**src/rtl/seq_divider.sv**
```systemverilog
// Unsigned restoring divider, one quotient bit per clock.
//
// Ports:
//   clk, reset   - clock (rising edge) and asynchronous active-high reset
//   start        - request a division; accepted only when not busy
//   dividend     - WIDTH-bit unsigned operand, captured on an accepted start
//   divisor      - WIDTH-bit unsigned operand, captured on an accepted start
//   busy         - high during the WIDTH iteration cycles
//   done         - one-cycle pulse, quotient/remainder/div_by_zero valid
//   quotient     - result, held until the next completion
//   remainder    - result, held until the next completion
//   div_by_zero  - last accepted operation had divisor == 0
module seq_divider #(
  parameter int WIDTH = 32
) (
  input  logic             clk,
  input  logic             reset,
  input  logic             start,
  input  logic [WIDTH-1:0] dividend,
  input  logic [WIDTH-1:0] divisor,
  output logic             busy,
  output logic             done,
  output logic [WIDTH-1:0] quotient,
  output logic [WIDTH-1:0] remainder,
  output logic             div_by_zero
);

  localparam int CW = $clog2(WIDTH + 1);

  typedef enum logic [1:0] {
    IDLE,
    CALC,
    DONE
  } state_t;

  state_t           state_q, state_d;
  logic [WIDTH-1:0] divisor_q, divisor_d;
  logic [WIDTH-1:0] rem_q, rem_d;
  logic [WIDTH-1:0] quo_q, quo_d;
  logic [CW-1:0]    count_q, count_d;
  logic [WIDTH-1:0] quotient_q, quotient_d;
  logic [WIDTH-1:0] remainder_q, remainder_d;
  logic             dbz_q, dbz_d;

  logic [WIDTH:0]   partial;
  logic [WIDTH:0]   trial;
  logic [WIDTH-1:0] step_rem;
  logic [WIDTH-1:0] step_quo;

  always_ff @(posedge clk or posedge reset) begin
    if (reset) begin
      state_q     <= IDLE;
      divisor_q   <= '0;
      rem_q       <= '0;
      quo_q       <= '0;
      count_q     <= '0;
      quotient_q  <= '0;
      remainder_q <= '0;
      dbz_q       <= 1'b0;
    end else begin
      state_q     <= state_d;
      divisor_q   <= divisor_d;
      rem_q       <= rem_d;
      quo_q       <= quo_d;
      count_q     <= count_d;
      quotient_q  <= quotient_d;
      remainder_q <= remainder_d;
      dbz_q       <= dbz_d;
    end
  end

  always_comb begin
    // One restoring step. The extra MSB keeps the compare exact when the
    // shifted partial remainder reaches 2^WIDTH; trial[WIDTH] is the borrow.
    partial  = {rem_q, quo_q[WIDTH-1]};
    trial    = partial - {1'b0, divisor_q};
    step_rem = trial[WIDTH] ? partial[WIDTH-1:0] : trial[WIDTH-1:0];
    step_quo = {quo_q[WIDTH-2:0], ~trial[WIDTH]};

    state_d     = state_q;
    divisor_d   = divisor_q;
    rem_d       = rem_q;
    quo_d       = quo_q;
    count_d     = count_q;
    quotient_d  = quotient_q;
    remainder_d = remainder_q;
    dbz_d       = dbz_q;

    case (state_q)
      IDLE, DONE: begin
        state_d = IDLE;
        if (start) begin
          divisor_d = divisor;
          rem_d     = '0;
          quo_d     = dividend;
          count_d   = '0;
          dbz_d     = 1'b0;
          if (divisor == '0) begin
            // Zero divisor skips iteration and publishes results directly.
            state_d     = DONE;
            quotient_d  = '1;
            remainder_d = dividend;
            dbz_d       = 1'b1;
          end else begin
            state_d = CALC;
          end
        end
      end
      CALC: begin
        rem_d   = step_rem;
        quo_d   = step_quo;
        count_d = count_q + 1'b1;
        if (count_q == CW'(WIDTH - 1)) begin
          state_d     = DONE;
          quotient_d  = step_quo;
          remainder_d = step_rem;
        end
      end
      default: state_d = IDLE;
    endcase
  end

  assign busy        = (state_q == CALC);
  assign done        = (state_q == DONE);
  assign quotient    = quotient_q;
  assign remainder   = remainder_q;
  assign div_by_zero = dbz_q;

endmodule

```
**config.mk**
```make
export PLATFORM = sky130hd
export DESIGN_NAME = seq_divider
export DESIGN_NICKNAME = d
export VERILOG_FILES = /design/src/rtl/seq_divider.sv
export SDC_FILE = /design/constraint.sdc
export NUM_CORES = 1
export LEC_CHECK = 0
export ABC_CLOCK_PERIOD_IN_PS = 14400
export CAP_MARGIN = 20
export CORE_MARGIN = 2
export CORE_UTILIZATION = 30
export DETAILED_ROUTE_END_ITERATION = 10
export PLACE_DENSITY_LB_ADDON = 0.25
export REMOVE_ABC_BUFFERS = 1
export SLEW_MARGIN = 20
export SYNTH_ARGS = -nofsm -noshare
export SYNTH_HDL_FRONTEND = slang
export SYNTH_SLANG_ARGS = --single-unit
export TNS_END_PERCENT = 5
```
**constraint.sdc**
```tcl
create_clock -name clk -period 14.4 [get_ports clk]
set_input_delay 2.16 -clock clk [delete_from_list [all_inputs] [get_ports clk]]
set_output_delay 2.16 -clock clk [all_outputs]
set_load 0.01 [all_outputs]
```
After elaboration in Yosys (flattened, before gate mapping)
Cells that the tools add are included.
Word-level totals
  input port bits: 67
  word-level logic and storage cells: 44
  output and inout port bits: 67
  register bits after elaboration: 169
Operators by class
  bitwise gates (word level): 1
  equality and inequality tests: 6
  add/sub/neg operators: 2
  reductions and logical operators: 7
  mux-type cells: 20
Operators with widths (number)
  $mux W32: 9
  $pmux W32 S2: 4
  $sub A33 B32 Y33: 1
  $logic_not A32 Y1: 1
  $pmux W6 S2: 1
  $add A6 B1 Y6 const B: 1
  $eq A6 B5 Y1 const B: 1
  $mux W2: 3
  $mux W6: 1
  $ne A2 B2 Y1 const B: 2
  $pmux W2 S2: 1
  $reduce_and A2 Y1: 2
  $reduce_and A4 Y1: 1
  $eq A2 B1 Y1 const B: 1
  $eq A2 B2 Y1 const B: 1
  $logic_not A2 Y1: 1
  $ne A2 B1 Y1 const B: 1
  $reduce_bool A2 Y1: 1
  $reduce_or A2 Y1: 1
  $mux W1: 1
  $not A1 Y1: 1

Longest topological paths before layout
  depth after elaboration: 4
  gate-level depth with buffers: 14
  mapped depth without buffers: 12

Worst setup path before layout
Ideal clock, no wire load.
  kind: input to register
  start point: input divisor[28]
  end point: register remainder_q[12], in the netlist remainder[12]
  stages on the path: 9
  required time: 14.263 ns
  setup time: 0.137 ns
  setup slack: 10.600 ns
  path buffers: 3
  arrival time: 3.663 ns
  cell sequence: nor4_1 nand2_1 nor4_1 a21oi_1 clkbuf_1 clkbuf_1 clkbuf_1 nand2_1 o211ai_1
Between the ends
  word-level cells in the longest chain between the ends: 3
RTL lines
  start: declaration: line 20  | input logic [WIDTH-1:0] divisor,
  $logic_not A32 Y1: line 98  | if (divisor == '0) begin
  $ne A2 B2 Y1 (no line)
  $reduce_and A4 Y1 (no line)
  end signal: assignment: line 67  | remainder_q <= remainder_d;
  end: declaration: line 42  | logic [WIDTH-1:0] remainder_q, remainder_d;
No other way between the ends.
A chain may end at the register's enable or synchronous reset.

Worst setup path after layout
  start point: input divisor[1]
  end point: register remainder_q[31], in the netlist remainder[31]
Same word-level chain as after synthesis.

==> results.toml <==
[clocking]
cts_resized = 0
htree_num_levels = 4
cts_made_buffers = 17
worstSkewPairLatency_ns = 0.44
clock-sinks = 169
cts_max_path_buffers = 2
clk_pin_slew_ns = 0.07
postCtsSetupRepairBufs = 0
cts_tree = "yes"
cts_root_buffer = "clkbuf_16"
hold_buffers = 0

[yosys]
synth_edf_count = 0
ys_ff_latch = 169
yosys-top-cells-area = "dfrtp_1, nand2_1, a21oi_1"
synthFlopType = "dfrtp_1"
synth_top_area_share_pct = 44.7
synth.distinct_cells = 63
syn_inst = 1123
syn_avg_cell_area_um2 = 8.43
synth.most_common_cell = "nand2_1"
synth_top_area_cell = "dfrtp_1"
synth.yosys.seq_area_share_pct = 44.7
netlist_top_cells_count = "nand2_1, dfrtp_1, nor2_1, a21oi_1, o21ai_0"
synth_area_um2 = 9470
async_flop_share_pct = 100
synth_warnings = 0

[global_route]
grt_max_degree = 107
gr-usage-all-layers_pct = 17.9
overflow = 0
grt_pass1_wl_mm = 46.6
antenna_found_initial = 0
grt_pass1_vias = 8033

[floorplanning]
floorplan.initialDensity_pct = 30.2
rows = 65
fp.coreArea_um2 = 31300
die_x_um = 182
die_h_um = 182
die_area_um2 = 33000
io_pins = 134

[detailed_routing]
vias = 8518
drtIter0Drc = 744
drt-vias-per-instance = 5.25
drc = 0
antenna_left = 0
drt_wl_total_mm = 29.2
drtPass1Iterations = 5
wl_per_cell_um = 18.0

[placed_design]
dp_slack_ns = 9.11
io_buffers = 133
hpwl_mm = 20.1
gp_congestion = 0.841

[critical_path]
worstPathRequired_ns = 14.75
slowest_stage = "buf_4"
cp_slowest_stage_delay_ns = 0.69
cp_data_arrival_time_ns = 5.19
cp-start-kind = "primary input"
cp-end-kind = "flip-flop"
path_cells = "clkdlybuf4s50_1 -> nor4_1 -> nand2_1 -> nor4_1 -> a21oi_4 -> inv_2 -> buf_4 -> o21ai_0 -> nand2_1 -> o31ai_1 -> a31oi_1"
crit_path_max_fanout = 89
criticalPathCategory = "in -> reg"

[timing]
fin_ws_ns = 9.56
setup_viol = 0
fmax_mhz = 207
period_minus_slack_ns = 4.84
worst_slew_pin_slew_ns = 0.992
holdWs_ns = 0.481
slew_headroom_pct = 33.6
skew_ns = 0.0160
rsz0062_at_grt = "false"
finalSetupTns_ns = 0
hold_viol = 0
fin_crit_sh_pct = 33.6
drv_slew = 0

[cells_and_area]
drive_gt1_share_pct = 5.00
finalCoreUtilization_pct = 37.5
areaGrowthSynthToFinish_pct = 24.1
fin_nets = 1310
num_antenna_cells = 0

[hold_path]
hold_path.class = "reg -> reg"

[flow_run]
cap_viol_max_count = 0

[pwr]
irDropWorstVdd_uv = 140
power.density_nw_per_um2 = 282
cellLeakagePower_uw = 0.00488

[run_status]
status = "completed"
## report_power, final
part	leakage (uW)	switching [uW]	internal (uW)
combinational	0.00259	1170	811
sequential	0.00200	155	702
clock	0.000285	215	261
## final timing paths
check / startpoint / end / slack (ns) / depth (start not counted)
min reg2reg: div_by_zero / div_by_zero / 0.48 / 2
min: div_by_zero / div_by_zero / 0.48 / 2
max in group asynchronous: reset / divisor_q[9] / 10.77 / 3
min in group asynchronous: reset / quotient[29] / 2.26 / 2
max reg2reg: quo_q[31] / remainder[28] / 10.19 / 13
max: divisor[1] / remainder[31] / 9.56 / 11
## worst max-delay path, delay by kind of cell
family                 cells  cell delay, ns
buffers and inverters      3            1.33
AND/OR/NAND/NOR            4            1.09
AO/OA/AOI/OAI              4            0.56
## cells in the final DEF (no fill, tap or decap), types with 8 or more instances in the layout
| cell type | Yosys | final |
|---|---|---|
| nand3_1 | 49 | 49 |
| clkdlybuf4s50_1 | 0 | 133 |
| nor3_1 | 19 | 19 |
| a32o_1 | 8 | 8 |
| or3_1 | 12 | 12 |
| a31oi_1 | 55 | 55 |
| buf_4 | 2 | 13 |
| inv_1 | 43 | 42 |
| dfrtp_1 | 169 | 169 |
| nor2_1 | 100 | 100 |
| a21o_1 | 10 | 10 |
| o21ai_1 | 11 | 11 |
| a211oi_1 | 9 | 9 |
| xnor2_1 | 19 | 19 |
| xor2_1 | 12 | 12 |
| o211ai_1 | 12 | 12 |
| o21ai_0 | 73 | 73 |
| ha_1 | 33 | 33 |
| nor3b_1 | 11 | 11 |
| clkbuf_16 | 0 | 17 |
| nor4_1 | 16 | 16 |
| nand2_1 | 186 | 186 |
| o31ai_1 | 11 | 11 |
| a21oi_1 | 94 | 93 |
## through the flow
step	instances	total power, uW	area (um^2)
global placement	1591	2820	11100
detailed placement	1592	2840	11200
finish	1623	3320	11800
CTS	1623	3330	11700
floorplan	1043	2160	9150
global route	1623	3600	11800
## cell families (layout without fill, tap and decap cells)
kind of cell | Yosys count | count (layout) | synth area share (%)
adder cells (fa/ha/maj) | 34 | 34 | 4.57
AND/OR/NAND/NOR | 427 | 427 | 20.2
multiplexers | 9 | 9 | 0.978
flip-flops | 169 | 169 | 44.7
buffers and inverters | 125 | 223 | 5.11
AO/OA/AOI/OAI | 326 | 326 | 21.3
XOR/XNOR | 33 | 33 | 3.21
## cell type report
| class | instances | area [um^2] |
|---|---|---|
| clock inverters | 14 | 164 |
| flip-flops and latches | 169 | 4230 |
| inverters | 45 | 176 |
| well taps | 402 | 503 |
| fillers | 3167 | 19600 |
| repair buffers | 147 | 1460 |
| multi-input cells | 829 | 4800 |
| clock buffers | 17 | 425 |
## layer usage
layer / track usage [%] / routed length, um / up-vias
met5: 0 / 0 / -
met4: 3.90 / 208 / 0
met3: 2.69 / 1080 / 12
met2: 27.5 / 13400 / 214
met1: 26.6 / 14500 / 4136
li1: - / - / 4156
## sequential cells by signal (all words and copies together), names as in the netlist
signal       count
count_q          6
div_by_zero      1
divisor_q       32
quo_q           32
quotient        32
rem_q           32
remainder       32
state_q          2
Note: power is estimated with default switching activity, not from simulation.
